==> src/rtl/sa_fault_tester_if.sv <==
// Signal bundle between the stuck-at-0 fault tester and its environment:
// run control, circuit-under-test observations, pattern drive and results.
interface sa_fault_tester_if;
    logic        start;
    logic        z;
    logic        z_sa0;
    logic [3:0]  pat;
    logic        fault_val;
    logic        busy;
    logic        done;
    logic [15:0] detect_mask;
    logic [4:0]  detect_cnt;
    logic [3:0]  first_det;
    logic        first_valid;
    logic [7:0]  signature;

    modport master (
        output start, z, z_sa0,
        input  pat, fault_val, busy, done, detect_mask, detect_cnt,
               first_det, first_valid, signature
    );

    modport slave (
        input  start, z, z_sa0,
        output pat, fault_val, busy, done, detect_mask, detect_cnt,
               first_det, first_valid, signature
    );
endinterface

==> src/rtl/sa_fault_tester.sv <==
// Exhaustive 4-input pattern sweep that compares good and stuck-at-0 circuit
// outputs, records detecting patterns and compacts z into an 8-bit MISR.
module sa_fault_tester #(
    parameter int unsigned SETTLE = 1
) (
    input  logic              clk,
    input  logic              rst_n,
    sa_fault_tester_if.slave  bus
);
    // state  | meaning
    // IDLE   | waiting for start; results hold their last values
    // APPLY  | current pattern driven, settle counter running
    // SAMPLE | compare z against z_sa0, update results, advance pattern
    // DONE   | one-cycle done pulse, then back to IDLE
    typedef enum logic [1:0] {IDLE, APPLY, SAMPLE, DONE} state_t;

    localparam logic [3:0] SETTLE_LD = 4'(SETTLE - 1);

    state_t      state, state_nxt;
    logic [3:0]  settle_cnt;
    logic [3:0]  pat;
    logic [15:0] detect_mask;
    logic [4:0]  detect_cnt;
    logic [3:0]  first_det;
    logic        first_valid;
    logic [7:0]  signature;
    logic        det;
    logic [7:0]  sig_nxt;

    assign det     = bus.z ^ bus.z_sa0;
    assign sig_nxt = {signature[6:0], 1'b0} ^ (signature[7] ? 8'h1D : 8'h00)
                   ^ {7'b0, bus.z};

    always_ff @(posedge clk or negedge rst_n) begin
        if (!rst_n) state <= IDLE;
        else        state <= state_nxt;
    end

    always_comb begin
        state_nxt = state;
        case (state)
            IDLE:    if (bus.start) state_nxt = APPLY;
            APPLY:   if (settle_cnt == 4'd0) state_nxt = SAMPLE;
            SAMPLE:  state_nxt = (pat == 4'd15) ? DONE : APPLY;
            DONE:    state_nxt = IDLE;
            default: state_nxt = IDLE;
        endcase
    end

    always_ff @(posedge clk or negedge rst_n) begin
        if (!rst_n) begin
            settle_cnt  <= 4'd0;
            pat         <= 4'd0;
            detect_mask <= 16'h0000;
            detect_cnt  <= 5'd0;
            first_det   <= 4'd0;
            first_valid <= 1'b0;
            signature   <= 8'hFF;
        end else begin
            case (state)
                IDLE: begin
                    if (bus.start) begin
                        pat         <= 4'd0;
                        detect_mask <= 16'h0000;
                        detect_cnt  <= 5'd0;
                        first_det   <= 4'd0;
                        first_valid <= 1'b0;
                        signature   <= 8'hFF;
                        settle_cnt  <= SETTLE_LD;
                    end
                end
                APPLY: begin
                    if (settle_cnt != 4'd0) settle_cnt <= settle_cnt - 4'd1;
                end
                SAMPLE: begin
                    detect_mask[pat] <= det;
                    detect_cnt       <= detect_cnt + {4'b0, det};
                    if (det && !first_valid) begin
                        first_det   <= pat;
                        first_valid <= 1'b1;
                    end
                    signature <= sig_nxt;
                    // pat parks at 15 on the last pattern so it never wraps mid-run
                    if (pat != 4'd15) begin
                        pat        <= pat + 4'd1;
                        settle_cnt <= SETTLE_LD;
                    end
                end
                default: ;
            endcase
        end
    end

    assign bus.pat         = pat;
    assign bus.fault_val   = 1'b0;
    assign bus.busy        = (state != IDLE);
    assign bus.done        = (state == DONE);
    assign bus.detect_mask = detect_mask;
    assign bus.detect_cnt  = detect_cnt;
    assign bus.first_det   = first_det;
    assign bus.first_valid = first_valid;
    assign bus.signature   = signature;
endmodule

==> src/flat_wrapper.sv <==
// flat-port wrapper written by rule: the top's interface ports become plain ports
module sa_fault_tester_flat 
#(
    parameter int unsigned SETTLE = 1
)
  (clk, rst_n, bus_start, bus_z, bus_z_sa0, bus_pat, bus_fault_val, bus_busy, bus_done, bus_detect_mask, bus_detect_cnt, bus_first_det, bus_first_valid, bus_signature);
  sa_fault_tester_if bus_i ();
  input  logic clk;
  input  logic rst_n;
  input wire logic [$bits(bus_i.start)-1:0] bus_start;
  input wire logic [$bits(bus_i.z)-1:0] bus_z;
  input wire logic [$bits(bus_i.z_sa0)-1:0] bus_z_sa0;
  output wire logic [$bits(bus_i.pat)-1:0] bus_pat;
  output wire logic [$bits(bus_i.fault_val)-1:0] bus_fault_val;
  output wire logic [$bits(bus_i.busy)-1:0] bus_busy;
  output wire logic [$bits(bus_i.done)-1:0] bus_done;
  output wire logic [$bits(bus_i.detect_mask)-1:0] bus_detect_mask;
  output wire logic [$bits(bus_i.detect_cnt)-1:0] bus_detect_cnt;
  output wire logic [$bits(bus_i.first_det)-1:0] bus_first_det;
  output wire logic [$bits(bus_i.first_valid)-1:0] bus_first_valid;
  output wire logic [$bits(bus_i.signature)-1:0] bus_signature;
  assign bus_i.start = bus_start;
  assign bus_i.z = bus_z;
  assign bus_i.z_sa0 = bus_z_sa0;
  assign bus_pat = bus_i.pat;
  assign bus_fault_val = bus_i.fault_val;
  assign bus_busy = bus_i.busy;
  assign bus_done = bus_i.done;
  assign bus_detect_mask = bus_i.detect_mask;
  assign bus_detect_cnt = bus_i.detect_cnt;
  assign bus_first_det = bus_i.first_det;
  assign bus_first_valid = bus_i.first_valid;
  assign bus_signature = bus_i.signature;
  sa_fault_tester #(.SETTLE(SETTLE)) u_core (.clk(clk), .rst_n(rst_n), .bus(bus_i));
endmodule
==> config.mk <==
export PLATFORM = sky130hd
export DESIGN_NAME = sa_fault_tester_flat
export DESIGN_NICKNAME = d
export VERILOG_FILES = /design/src/rtl/sa_fault_tester_if.sv /design/src/rtl/sa_fault_tester.sv /design/src/flat_wrapper.sv
export SDC_FILE = /design/constraint.sdc
export NUM_CORES = 1
export LEC_CHECK = 0
export BUFFER_PORTS_ARGS = -buffer_cell sky130_fd_sc_hd__buf_2
export CAP_MARGIN = 5
export CORE_ASPECT_RATIO = 0.7
export CORE_MARGIN = 4
export CORE_UTILIZATION = 50
export DETAILED_ROUTE_END_ITERATION = 7
export PLACE_DENSITY = 0.74
export SLEW_MARGIN = 0
export SYNTH_ARGS = -nofsm -noshare
export SYNTH_HDL_FRONTEND = slang
export SYNTH_SLANG_ARGS = --single-unit
==> constraint.sdc <==
create_clock -name clk -period 2.35 [get_ports clk]
set_clock_uncertainty 0.15 [all_clocks]
set_input_delay 0.3525 -clock clk [delete_from_list [all_inputs] [get_ports clk]]
set_output_delay 0.3525 -clock clk [all_outputs]
set_load 0.03 [all_outputs]
# --- After elaboration in Yosys (flattened, before gate mapping) ---
# Cells that the tools add are included.
classes:
  muxes: 25
  n_eq_ne: 10
  order_cmp: 2
  reduce_logical: 14
  addsub: 3
  n_bitwise: 3
ops:
  columns: ["cell", "count"]
  rows:
  - ["case mux 16 bit (2 select lines)", 1]
  - ["2-to-1 mux 4 bit", 5]
  - ["bitwise mux 16 bit", 1]
  - ["2-to-1 mux 16 bit", 1]
  - ["case mux 4 bit (2 select lines)", 2]
  - ["case mux 8 bit (2 select lines)", 1]
  - ["case mux 4 bit (3 select lines)", 1]
  - ["2-to-1 mux 5 bit", 2]
  - ["case mux 5 bit (2 select lines)", 1]
  - ["2-to-1 mux 8 bit", 1]
  - ["inequality test 2 x 1 -> 1 bit, second input constant", 4]
  - ["case mux 2 bit (4 select lines)", 1]
  - ["bitwise XOR 8 x 1 -> 8 bit", 1]
  - ["bitwise XOR 8 bit", 1]
  - ["2-to-1 mux 2 bit", 3]
  - ["AND reduction 3 bit", 2]
  - ["adder 5 x 1 -> 5 bit", 1]
  - ["< comparator 4 x 5 -> 1 bit, second input constant", 1]
  - ["adder 4 x 1 -> 4 bit, second input constant", 1]
  - ["demux 1 bit (select 4 bit)", 1]
  - ["equality test 2 bit, second input constant", 2]
  - ["equality test 4 bit, second input constant", 1]
  - ["greater-or-equal comparator 4 x 1 -> 1 bit, second input constant", 1]
  - ["zero test 4 bit", 1]
  - ["15 further kinds", 20]
word_totals:
  ff_bits: 44
  word_cells: 65
  input_bits: 5

# --- Logic depth before layout (Yosys ltp) ---
# Gate-level depths: netlist of run 1.
logic_depth:
  word_depth: 6
  mapped_depth: 8
  depth_no_buf: 7

# --- Worst setup path after synthesis of run 1 ---
# Ideal clock, no wire load.
synth_path:
  kind: "input to register"
  start: "in bus_z"
  end: "reg u_core.detect_cnt[2] (netlist: u_core.bus.detect_cnt[2])"
  arrival_time_ns: 1.816
  t_required_ns: 2.081
  cell_stages: 8
  setup_ns: 0.119
  path_buffers: 1
  path_slack_ns: 0.265
  path_cell_list: "xnor2_1 > clkbuf_1 > inv_1 > ha_1 > ha_1 > nand3b_1 > xnor2_1 > and2_1"
synth_between:
  elab_chain_cells: 3
synth_rtl:
  columns: ["element", "line_no", "rtl"]
  rows:
  - ["from (decl)", "flat_wrapper.sv:11", "input wire logic [$bits(bus_i.z)-1:0] bus_z;"]
  - ["bitwise XOR 1 bit", "sa_fault_tester.sv:30", "assign det = bus.z ^ bus.z_sa0;"]
  - ["adder 5 x 1 -> 5 bit", "sa_fault_tester.sv:77", "detect_cnt <= detect_cnt + {4'b0, det};"]
  - ["case mux 5 bit (2 select lines)", "sa_fault_tester.sv:60", "case (state)"]
  - ["to (signal assigned)", "sa_fault_tester.sv:77", null]
  - ["to (decl)", "sa_fault_tester.sv:23", "logic [4:0] detect_cnt;"]
# No other way between the ends.
# A chain may end at the register's enable or synchronous reset.

# --- Final worst setup path of run 1 ---
layout_path:
  start: "reg u_core.state[1]"
  end: "reg u_core.detect_mask[0] (netlist: u_core.bus.detect_mask[0])"
layout_between:
  elab_chain_cells: 3
  elab_cells_between_ends: 6
layout_rtl:
  columns: ["element", "line_no", "rtl"]
  rows:
  - ["from (decl)", "sa_fault_tester.sv:19", "state_t state, state_nxt;"]
  - ["from (signal assigned)", "sa_fault_tester.sv:36", "else state <= state_nxt;"]
  - ["equality test 2 bit or zero test 2 bit (tied branches)", "sa_fault_tester.sv:60", null]
  - ["nonzero test 2 bit (no line) or inequality test 2 bit (tied branches)", null, null]
  - ["AND reduction 2 bit (no line)", null, null]
  - ["to (signal, indexed assignment)", "sa_fault_tester.sv:76", "detect_mask[pat] <= det;"]
  - ["to (decl)", "sa_fault_tester.sv:22", "logic [15:0] detect_mask;"]
# Several ways; a longest one is shown, not always the timed one.

==> summary.md, run 1 <==
| Metric | Value |
|---|---|
| Arrival @ worst endpoint | `a little under 2 ns` |
| Yosys cell types | `45` |
| Final setup viols | `0` |
| Netlist Area Pre-Place | `roughly 2200 sq um` |
| Routability cong. | `roughly 0.84` |
| Port Buffers | `44` |
| Total CTS buffers | `5` |
| Final Hold Vio Count | `0` |
| CP startpoint kind | `register` |
| Min Hold Slack | `0.1986 ns` |
| Pin slew with the least headroom to its limit | `roughly 0.51 ns` |
| Global-route wire length before repair | `roughly 8000 microns` |
| TritonCTS clock tree | `done` |
| Filler cell count | `between 300 and 400` |
| Post-synth EDFFs | `0` |
| Largest net degree at the start of global routing | `28` |
| Asr flop ratio synth | `1.000` |
| H-tree Lvls | `2` |
| Post-CTS Repair Setup Buffers | `0` |
| P&R area growth vs syn | `15.77%` |
| Die X | `approximately 87 microns` |
| Slew margin rel. | `0.6587` |
| Ratio of cells with drive above 1 in the final layout | `0.2773` |
| Reg clk slew, reported paths | `about 0.080 ns` |
| Final min period | `1.947 ns` |
| Post-Syn Area per Cell | `between 10 and 15 sq um` |
| Clk buf depth | `2` |
| RSZ-0062 raised after global routing | `no` |
| Critical path class | `reg2reg` |
| Cells after Synth | `197` |
| Critical Path RT | `2.36 ns` |
| Power Density | `between 1000 and 1500 nW/um^2` |
| Total grt overflow | `0` |
| Initial antenna violation count | `0` |
| Synth Register Bits | `44` |
| Die Area | `~5500 sq um` |
| Drt pass-1 iters | `4` |
| Ratio of final minimum period to clock period | `0.8285` |
| Outcome | `complete, no violations` |
| Gr usage total | `0.1841` |
| LEAKAGE | `around 0.0012 uW` |
| Worst min-delay path class | `in2reg` |
| Hold Buf Count CTS | `1` |
| CTS sink cnt | `44` |
| Worst skew pair latency | `0.30 ns` |
| DR WL/cell | `16.00 microns` |
| Core area | `~4100 sq um` |
| Starting density of the core | `0.5349` |
| Synth Warn # | `0` |
| Total wire length | `between 4000 and 5000 microns` |
| Final #Nets | `250` |
| Most used flip-flop cell after synthesis | `dfrtp_1` |
| Iter 0 DRT Violations | `between 70 and 80` |
| # IOs | `46` |
| Root Driver | `clkbuf_8` |
| Max Slew Vio Count | `0` |
| Routed Antenna Nets | `0` |
| Fmax | `between 500 and 600 MHz` |
| Crit-path max FO | `27` |
| Vias in the first global route | `1558` |
| Maxcap violations | `0` |
| Vias per inst | `between 5 and 6` |
| Post-CTS sizing | `0` |
| Sum Neg Setup Slack | `0 ns` |
| Worst vdd ir | `between 0.0007 and 0.0008 V` |
| Post-synthesis sequential area ratio | `0.5109` |
| DRC viols | `0` |
| Syn nets | `210` |
| N_diodes | `0` |
| Post-DP HPWL | `about 3300 microns` |
| Via Count | `approximately 1700` |
| Crit end category | `register` |
| Chip height | `63.18 microns` |
| Num rows | `19` |
[final timing paths]
kind	startpoint	endpoint	slack (ns)	depth (start not counted)
worst max register to register	u_core.state[1]	u_core.bus.detect_mask[0]	0.40	3
min in group asynchronous	rst_n	u_core.bus.detect_cnt[1]	0.40	2
worst min-delay path	bus_z	u_core.bus.signature[0]	0.20	3
worst min register to register	u_core.bus.signature[4]	u_core.bus.signature[4]	0.36	2
max in group asynchronous	rst_n	u_core.bus.pat[3]	1.16	3
worst max-delay path	u_core.state[1]	u_core.bus.detect_mask[0]	0.40	3
[critical path: stages, from the launching register on]
cell,delay [ns]
dfrtp_1,0.55
or3b_2,0.76
o311ai_0,0.21
o41ai_1,0.14
[cells by family (layout without fill, tap and decap cells)]
family                   after synthesis  after routing  share of synthesized area
XOR/XNOR                               6              6                    0.02417
AO/OA/AOI/OAI                         57             57                     0.1997
other                                  1              1                   0.001724
AND/OR/NAND/NOR                       51             51                     0.1335
adder cells (fa/ha/maj)                8              8                    0.04603
buffers and inverters                 23             64                    0.05121
multiplexers                           7              7                    0.03280
flip-flops                            44             44                     0.5109
[registers in the layout (all words and copies together), names as in the netlist]
register and cells:
u_core.bus.detect_cnt 5, u_core.bus.detect_mask 16, u_core.bus.first_det 4, u_core.bus.first_valid 1
u_core.bus.pat 4, u_core.bus.signature 8, u_core.settle_cnt 4, u_core.state 2
[metal layers]
metal | routed length [microns] | GRT usage
met4 | 39 | 0.05837
met2 | 1929 | 0.2472
met5 | 0 | 0
met1 | 2403 | 0.2868
met3 | 268 | 0.04427
[final cells by class]
cell class	count	area (sq um)	share of cell area
flip-flops and latches	44	1111	0.4414
inverters	7	26.28	0.01044
clock buffers	8	90.09	0.03579
repair buffers	49	272.8	0.1084
multi-input cells	130	952.2	0.3782
well taps	52	65.06	0.02584
[power by group]
group          switching [uW]  internal, uW  leakage, uW
Combinational             670           320     0.000613
Clock                     244           240    0.0000455
Sequential                173           944     0.000576
Total                    1090          1500      0.00123
[metrics by stage]
step	setup WS, ns	instance area [sq um]	total power, uW	utilization	std cells
2_1_floorplan	0.2647	2175	1848	-	197
3_3_place_gp	0.4696	2417	2101	0.5946	281
3_5_place_dp	0.4410	2417	2121	0.5946	281
4_1_cts	0.4239	2517	2616	0.6193	290
5_1_grt	0.2811	2517	2765	0.6193	290
6_report	0.4030	2517	2592	0.6193	290
[layout by cell type, fill, tap and decap left out, drive strengths merged, types with 3 or more instances in the layout]
master  synthesis  layout
and2            3       3
inv             7       7
buf            11      48
mux2i           6       6
clkbuf          5       8
o211ai         12      12
nand2b          7       7
a21oi           6       6
o22a            5       5
o21ai           4       4
o31ai          12      12
ha              8       8
o311ai          4       4
dfstp           8       8
xnor2           6       6
dfrtp          36      36
a22o            3       3
o41ai           4       4
nand2          10      10
nor2b           3       3
nor2            7       7
and3            3       3
nand3b          5       5
[cells in the mapped netlist (6+ instances only)]
cell type / number / area share
a21oi_1: 6 / 0.014
dfrtp_1: 36 / 0.41
o211ai_1: 12 / 0.041
mux2i_1: 6 / 0.028
nand2_1: 10 / 0.017
o31ai_1: 12 / 0.041
ha_1: 8 / 0.046
nor2_1: 7 / 0.012
inv_1: 7 / 0.012
nand2b_1: 7 / 0.020
dfstp_2: 8 / 0.097
xnor2_1: 6 / 0.024
Note: power is estimated with default switching activity, not from simulation.
==> run 2: changes to the inputs <==
CORE_UTILIZATION = 49   (was 50)
PLACE_DENSITY = 0.76   (was 0.74)
clock period = 1.7 ns   (was 2.35 ns; I/O delays follow)
==> summary.md, run 2 (synthesis results as in run 1) <==
| Metric | Value |
|---|---|
| Crit-path max FO | `16 (-41%)` |
| CTS sink cnt | `44 (unchanged)` |
| Iter 0 DRT Violations | `124 (+63%)` |
| Core area | `4089 sq um (+0.58%)` |
| Outcome | `complete, no violations` |
| P&R area growth vs syn | `27.45%` |
| Largest net degree at the start of global routing | `27 (-3.6%)` |
| Drt pass-1 iters | `4 (unchanged)` |
| Total wire length | `5027 microns (+8.3%)` |
| Final setup viols | `0 (unchanged)` |
| Sw Share | `0.4007 (-0.01875)` |
| CP startpoint kind | `register` |
| Critical Path RT | `1.29 ns (-1.07 ns)` |
| Worst skew pair latency | `0.30 ns (about the same)` |
| Clk buf depth | `2 (unchanged)` |
| P_int | `2377 uW (+58%)` |
| Num rows | `19 (unchanged)` |
| Total grt overflow | `0 (unchanged)` |
| Register area | `1114 sq um (+0.23%)` |
| # placed instances | `298 (+6.0%)` |
| Ratio of final minimum period to clock period | `0.9864` |
| R2r startpoint | `u_core.bus.pat[0]` |
| Total CTS buffers | `5 (unchanged)` |
| Max FFs per register | `16 (unchanged)` |
| Die Area | `5585 sq um (+1.8%)` |
| LEAKAGE | `0.001359 uW (+10%)` |
| End-of-flow core utilization | `0.6778 (+0.05852)` |
| Post-DP HPWL | `3662 microns (+10%)` |
| Starting density of the core | `0.5318 (-0.003110)` |
| Overall power | `3967 uW (+53%)` |
| Critical path's most frequent cell | `buf_6` |
| Routed Antenna Nets | `0 (unchanged)` |
| Via Count | `1772 (+7.1%)` |
| Worst-path cell chain | `buf_6 -> or2_2 -> buf_6` |
| WL met3 | `371 microns (+38%)` |
| Final worst slack | `0.02305 ns (-0.3799 ns)` |
| Metal-1 WL | `2533 microns (+5.4%)` |
| Final Hold Vio Count | `0 (unchanged)` |
| Fmax | `~600 MHz` |
| Seq pwr share | `0.379 (-0.052)` |
| TritonCTS clock tree | `done` |
| Critical path class | `reg2out` |
| Global-route wire length before repair | `8376 microns (+4.2%)` |
| Most frequent cells in the layout | `buf_2, dfrtp_1, buf_4` |
| Commonest non-fill, non-tap cell in the layout | `buf_2` |
| Regs by FF count | `u_core.bus.detect_mask (16), u_core.bus.signature (8), u_core.bus.detect_cnt (5)` |
| # IOs | `46 (unchanged)` |
| Psw | `1590 uW (+46%)` |
| Ratio of cells with drive above 1 in the final layout | `0.3784 (+0.1011)` |
| Gate power share | `0.423 (+0.041)` |
| Hold Path Origin | `bus_z` |
| Uppermost layer routed | `met4` |
| Filler cell count | `326 (-3.8%)` |
| Arrival @ worst endpoint | `1.27 ns (-0.69 ns)` |
| Non-Filler Instances | `311 (+7.2%)` |
| DR WL/cell | `16.16 microns (+1.0%)` |
| Reg clk slew, reported paths | `0.08 ns (about the same)` |
| N_diodes | `0 (unchanged)` |
| DR WL met2 | `2110 microns (+9.4%)` |
| Initial antenna violation count | `0 (unchanged)` |
| Worst min-delay path class | `in2reg` |
| Final #Nets | `271 (+8.4%)` |
| Setup crit start | `u_core.state[1]` |
| Maxcap violations | `0 (unchanged)` |
| Root Driver | `clkbuf_8` |
| Clock power share | `0.198 (+0.011)` |
| Largest register by flop count | `u_core.bus.detect_mask` |
| CP max stage delay | `0.40 ns (-0.36 ns)` |
| DRC viols | `0 (unchanged)` |
| Chip height | `63.74 microns (+0.89%)` |
| H-tree Lvls | `2 (unchanged)` |
| Routability cong. | `0.8038 (-4.0%)` |
| Worst vdd ir | `0.001140 V (+62%)` |
| Final min period | `between 1.5 and 2 ns` |
| Gr usage total | `0.1895 (+0.005482)` |
| RSZ-0062 raised after global routing | `yes` |
| Power Density | `1431 nW/um^2 (+39%)` |
| Crit end category | `output port` |
| Port Buffers | `44 (unchanged)` |
| Slowest cell on the critical path | `dfrtp_1` |
| DP Worst Slack | `-0.01656 ns (-0.4576 ns)` |
| Vias in the first global route | `1649 (+5.8%)` |
| Multi-input logic area | `1007 sq um (+5.8%)` |
| Die X | `87.63 microns (+0.92%)` |
| Vias per inst | `5.698 (about the same)` |
| Max Slew Vio Count | `0 (unchanged)` |
-- run 2: power by group through the flow --
stage               logic, uW  clock network (uW)  registers (uW)
finish                   1680                 785            1510
CTS                      1640                 803            1500
global placement         1550                   0            1520
floorplan                 681                   0            1900
detailed placement       1580                   0            1530
global route             1800                 859            1540
-- run 2: repair_timing --
item | 4_1_cts | 5_1_grt
resized for setup | 2 | 14
buffers inserted | 2 | 2
endpoints found under the hold margin | 10 | 0
pin swaps | 2 | 3
setup endpoints to repair | 4 | 25
gates cloned | 0 | 0
hold buffers | 1 | 0
-- run 2: worst max-delay path: cells and delay by family (launching register included) --
kind,cells,cell delay [ns]
buffers and inverters,2,0.30
DFF,1,0.40
and+or+nand+nor,1,0.28
-- run 2: layer usage --
metal | GRT usage | vias to the layer above
met5 | 0 | -
met4 | 0.04023 | 0
met3 | 0.04878 | 2
met2 | 0.2632 | 65
met1 | 0.2964 | 851
li1 | - | 854
-- run 2: final cells by class --
type	count	area share
sequential	44	0.4018
clock buffer	6	0.02619
inverter	7	0.009481
tap	52	0.02348
timing repair buffer	70	0.1630
clock inverter	2	0.01264
multi-input combinational	130	0.3634
-- run 2: final timing paths --
path                       depth (start not counted)                         to  slack, ns
min in group asynchronous                          2   u_core.bus.detect_cnt[1]       0.29
setup / recovery                                   3                   bus_busy       0.02
max in group asynchronous                          3  u_core.bus.detect_mask[1]       0.63
hold reg to reg                                    2    u_core.bus.signature[0]       0.37
hold / removal                                     3    u_core.bus.signature[0]       0.16
setup reg to reg                                   4       u_core.settle_cnt[2]       0.03
-- run 2: through the flow --
stage          hold slack, ns   TNS (ns)  area (sq um)
2_1_floorplan         -0.1906          0          2212
3_3_place_gp          0.07599          0          2579
3_5_place_dp          0.07903   -0.02583          2579
4_1_cts                0.1650  -0.002983          2718
5_1_grt                0.1669    -0.1200          2771
6_report               0.1591          0          2771
==> run 3: changes to the inputs <==
clock period = 1.5 ns   (was 1.7 ns; I/O delays follow)
==> summary.md, run 3 (synthesis results as in run 1) <==
| Metric | Value |
|---|---|
| Outcome | `finished, violations left` |
| Failing checks | `negative setup slack` |
| CTS sink cnt | `44 (unchanged)` |
| DR WL/cell | `18.21 microns (+13%)` |
| Global-route wire length before repair | `9459 microns (+13%)` |
| Num rows | `19 (unchanged)` |
| Via Count | `1953 (+10%)` |
| Die X | `87.63 microns (unchanged)` |
| Worst-path cell chain | `buf_6 -> nand3b_1 -> o311ai_1 -> o41ai_2` |
| Starting density of the core | `0.5318 (unchanged)` |
| Final min period | `around 1.7 ns` |
| Regs by FF count | `u_core.bus.detect_mask (16), u_core.bus.signature (8), u_core.bus.detect_cnt (5)` |
| Chip height | `63.74 microns (unchanged)` |
| End-of-flow core utilization | `0.7671 (+0.08935)` |
| Commonest non-fill, non-tap cell in the layout | `buf_2` |
| TritonCTS clock tree | `done` |
| Arrival @ worst endpoint | `1.72 ns (+0.45 ns)` |
| Maxcap violations | `0 (unchanged)` |
| Iter 0 DRT Violations | `114 (-8.1%)` |
| Power Density | `1618 nW/um^2 (+13%)` |
| Ratio of final minimum period to clock period | `1.126` |
| Final worst slack | `-0.1884 ns (-0.2115 ns)` |
| Met3 Track Usage GR | `0.06804 (+0.01926)` |
| Final #Nets | `294 (+8.5%)` |
| N_diodes | `0 (unchanged)` |
| Filler cell count | `267 (-18%)` |
| H-tree Lvls | `2 (unchanged)` |
| Largest net degree at the start of global routing | `31 (+15%)` |
| Initial antenna violation count | `0 (unchanged)` |
| Reg2reg setup slack | `-0.19 ns (-0.22 ns)` |
| Placement Cell Area | `2721 sq um (+5.5%)` |
| Vias in the first global route | `1903 (+15%)` |
| Largest register by flop count | `u_core.bus.detect_mask` |
| Reg clk slew, reported paths | `0.09 ns (about the same)` |
| Drt pass-1 iters | `4 (unchanged)` |
| Max FFs per register | `16 (unchanged)` |
| RSZ-0062 raised after global routing | `yes` |
| # IOs | `46 (unchanged)` |
| Vias per inst | `5.847 (+2.6%)` |
| Overall power | `5074 uW (+28%)` |
| Worst min-delay path class | `in2async` |
| Port Buffers | `44 (unchanged)` |
| Critical path class | `reg2reg` |
| Total wire length | `6082 microns (+21%)` |
| Max Slew Vio Count | `0 (unchanged)` |
| Total CTS buffers | `5 (unchanged)` |
| Final setup viols | `34 (+34)` |
| R2r startpoint | `u_core.state[0]` |
| Total grt overflow | `0 (unchanged)` |
| Worst Reg-to-Reg Cells | `4 (unchanged)` |
| CP startpoint kind | `register` |
| Most frequent cells in the layout | `buf_2, buf_4, dfrtp_1` |
| LEAKAGE | `0.001496 uW (+10%)` |
| Final Hold Vio Count | `0 (unchanged)` |
| Worst vdd ir | `0.001299 V (+14%)` |
| Crit end category | `register` |
| Routability cong. | `0.7843 (-2.4%)` |
| Clk buf depth | `2 (unchanged)` |
| Crit-path max FO | `5 (-11)` |
| Ratio of cells with drive above 1 in the final layout | `0.5142 (+0.1358)` |
| Critical Path RT | `1.53 ns (+0.24 ns)` |
| GRT met1 Usage | `0.3049 (+0.008501)` |
| R2R Path End | `u_core.bus.detect_mask[3]` |
| Grt met2 use | `0.3242 (+0.06109)` |
| Multi-input logic area | `1170 sq um (+16%)` |
| Die Area | `5585 sq um (unchanged)` |
| Fmax | `between 500 and 600 MHz` |
| Routed Antenna Nets | `0 (unchanged)` |
| Worst skew pair latency | `0.31 ns (about the same)` |
| DRC viols | `0 (unchanged)` |
| Register area | `1117 sq um (+0.34%)` |
| Core area | `4089 sq um (unchanged)` |
| Top Usage Layer GRT | `met2` |
| P&R area growth vs syn | `44.25%` |
| CP max stage delay | `0.45 ns (+0.05 ns)` |
| Root Driver | `clkbuf_8` |
| Post-DP HPWL | `3640 microns (-0.60%)` |
| Gr usage total | `0.2173 (+0.02773)` |
| Slowest cell on the critical path | `dfrtp_2` |
| Final Instance Area | `3137 sq um (+13%)` |
run 3: changes by cell type in the layout (fill, tap and decap cells not counted), moves of 3 or more:
cell | before | now
buf_4 | 20 | 33
buf_6 | 5 | 14
ha_1 | 7 | 3
inv_1 | 6 | 2
inv_2 | 1 | 5
buf_2 | 43 | 40
dfrtp_1 | 34 | 31
dfrtp_2 | 2 | 5
ha_4 | 1 | 4
or3b_4 | 1 | 4
run 3: area by class of cell:
| cell class | count | share of cell area |
|---|---|---|
| clock inverter | 3 | 0.01476 |
| tap | 52 | 0.02074 |
| sequential | 44 | 0.3562 |
| clock buffer | 5 | 0.02194 |
| timing repair buffer | 90 | 0.2050 |
| inverter | 7 | 0.008377 |
| multi-input combinational | 133 | 0.3730 |
run 3: stage by stage:
step | worst slack, ns | hold WS (ns) | TNS (ns) | cells
floorplan | -0.1681 | -0.2206 | -1.294 | 197
global placement | -0.1217 | 0.002877 | -1.533 | 311
detailed placement | -0.1401 | 0.007908 | -2.059 | 311
CTS | -0.1283 | 0.1952 | -2.376 | 328
global route | -0.2396 | 0.2274 | -4.499 | 334
finish | -0.1884 | 0.2003 | -2.553 | 334
run 3: per-layer routing:
metal	up-vias	share of wire	routed length, microns
li1	902	-	-
met1	971	0.44	2691
met2	72	0.47	2869
met3	8	0.070	425
met4	0	0.016	95
met5	-	0	0
run 3: critical path: cells and delay by family, from the launching register on:
family / cells / cell delay [ns]
buf+inv: 1 / 0.15
compound gates: 2 / 0.54
flops: 1 / 0.45
simple gates: 1 / 0.28
run 3: how the worst max path moves through the flow:
stage	from	endpoint	slack, ns	cells after the start
5_1_grt	u_core.state[0]	u_core.bus.detect_mask[3]	-0.24	4
3_3_place_gp	u_core.bus.pat[0]	u_core.settle_cnt[2]	-0.12	4
3_5_place_dp	u_core.bus.pat[0]	u_core.settle_cnt[2]	-0.14	4
6_report	u_core.state[0]	u_core.bus.detect_mask[3]	-0.19	4
2_1_floorplan	u_core.bus.pat[1]	u_core.settle_cnt[2]	-0.17	4
4_1_cts	u_core.bus.pat[0]	u_core.settle_cnt[2]	-0.13	4
run 3: power by group:
group          leakage (uW)  switching (uW)  internal, uW
Combinational      0.000872            1350          1040
Clock             0.0000548             448           502
Sequential         0.000569             241          1490
run 3: timing repair:
item                                    in CTS  in global routing
pin swaps                                   10                 23
buffers inserted                             8                  4
endpoints found under the setup margin      34                 42
hold endpoints to repair                    26                  0
gates cloned                                 2                  2
gates resized for setup                     23                 31
hold buffers                                 1                  0
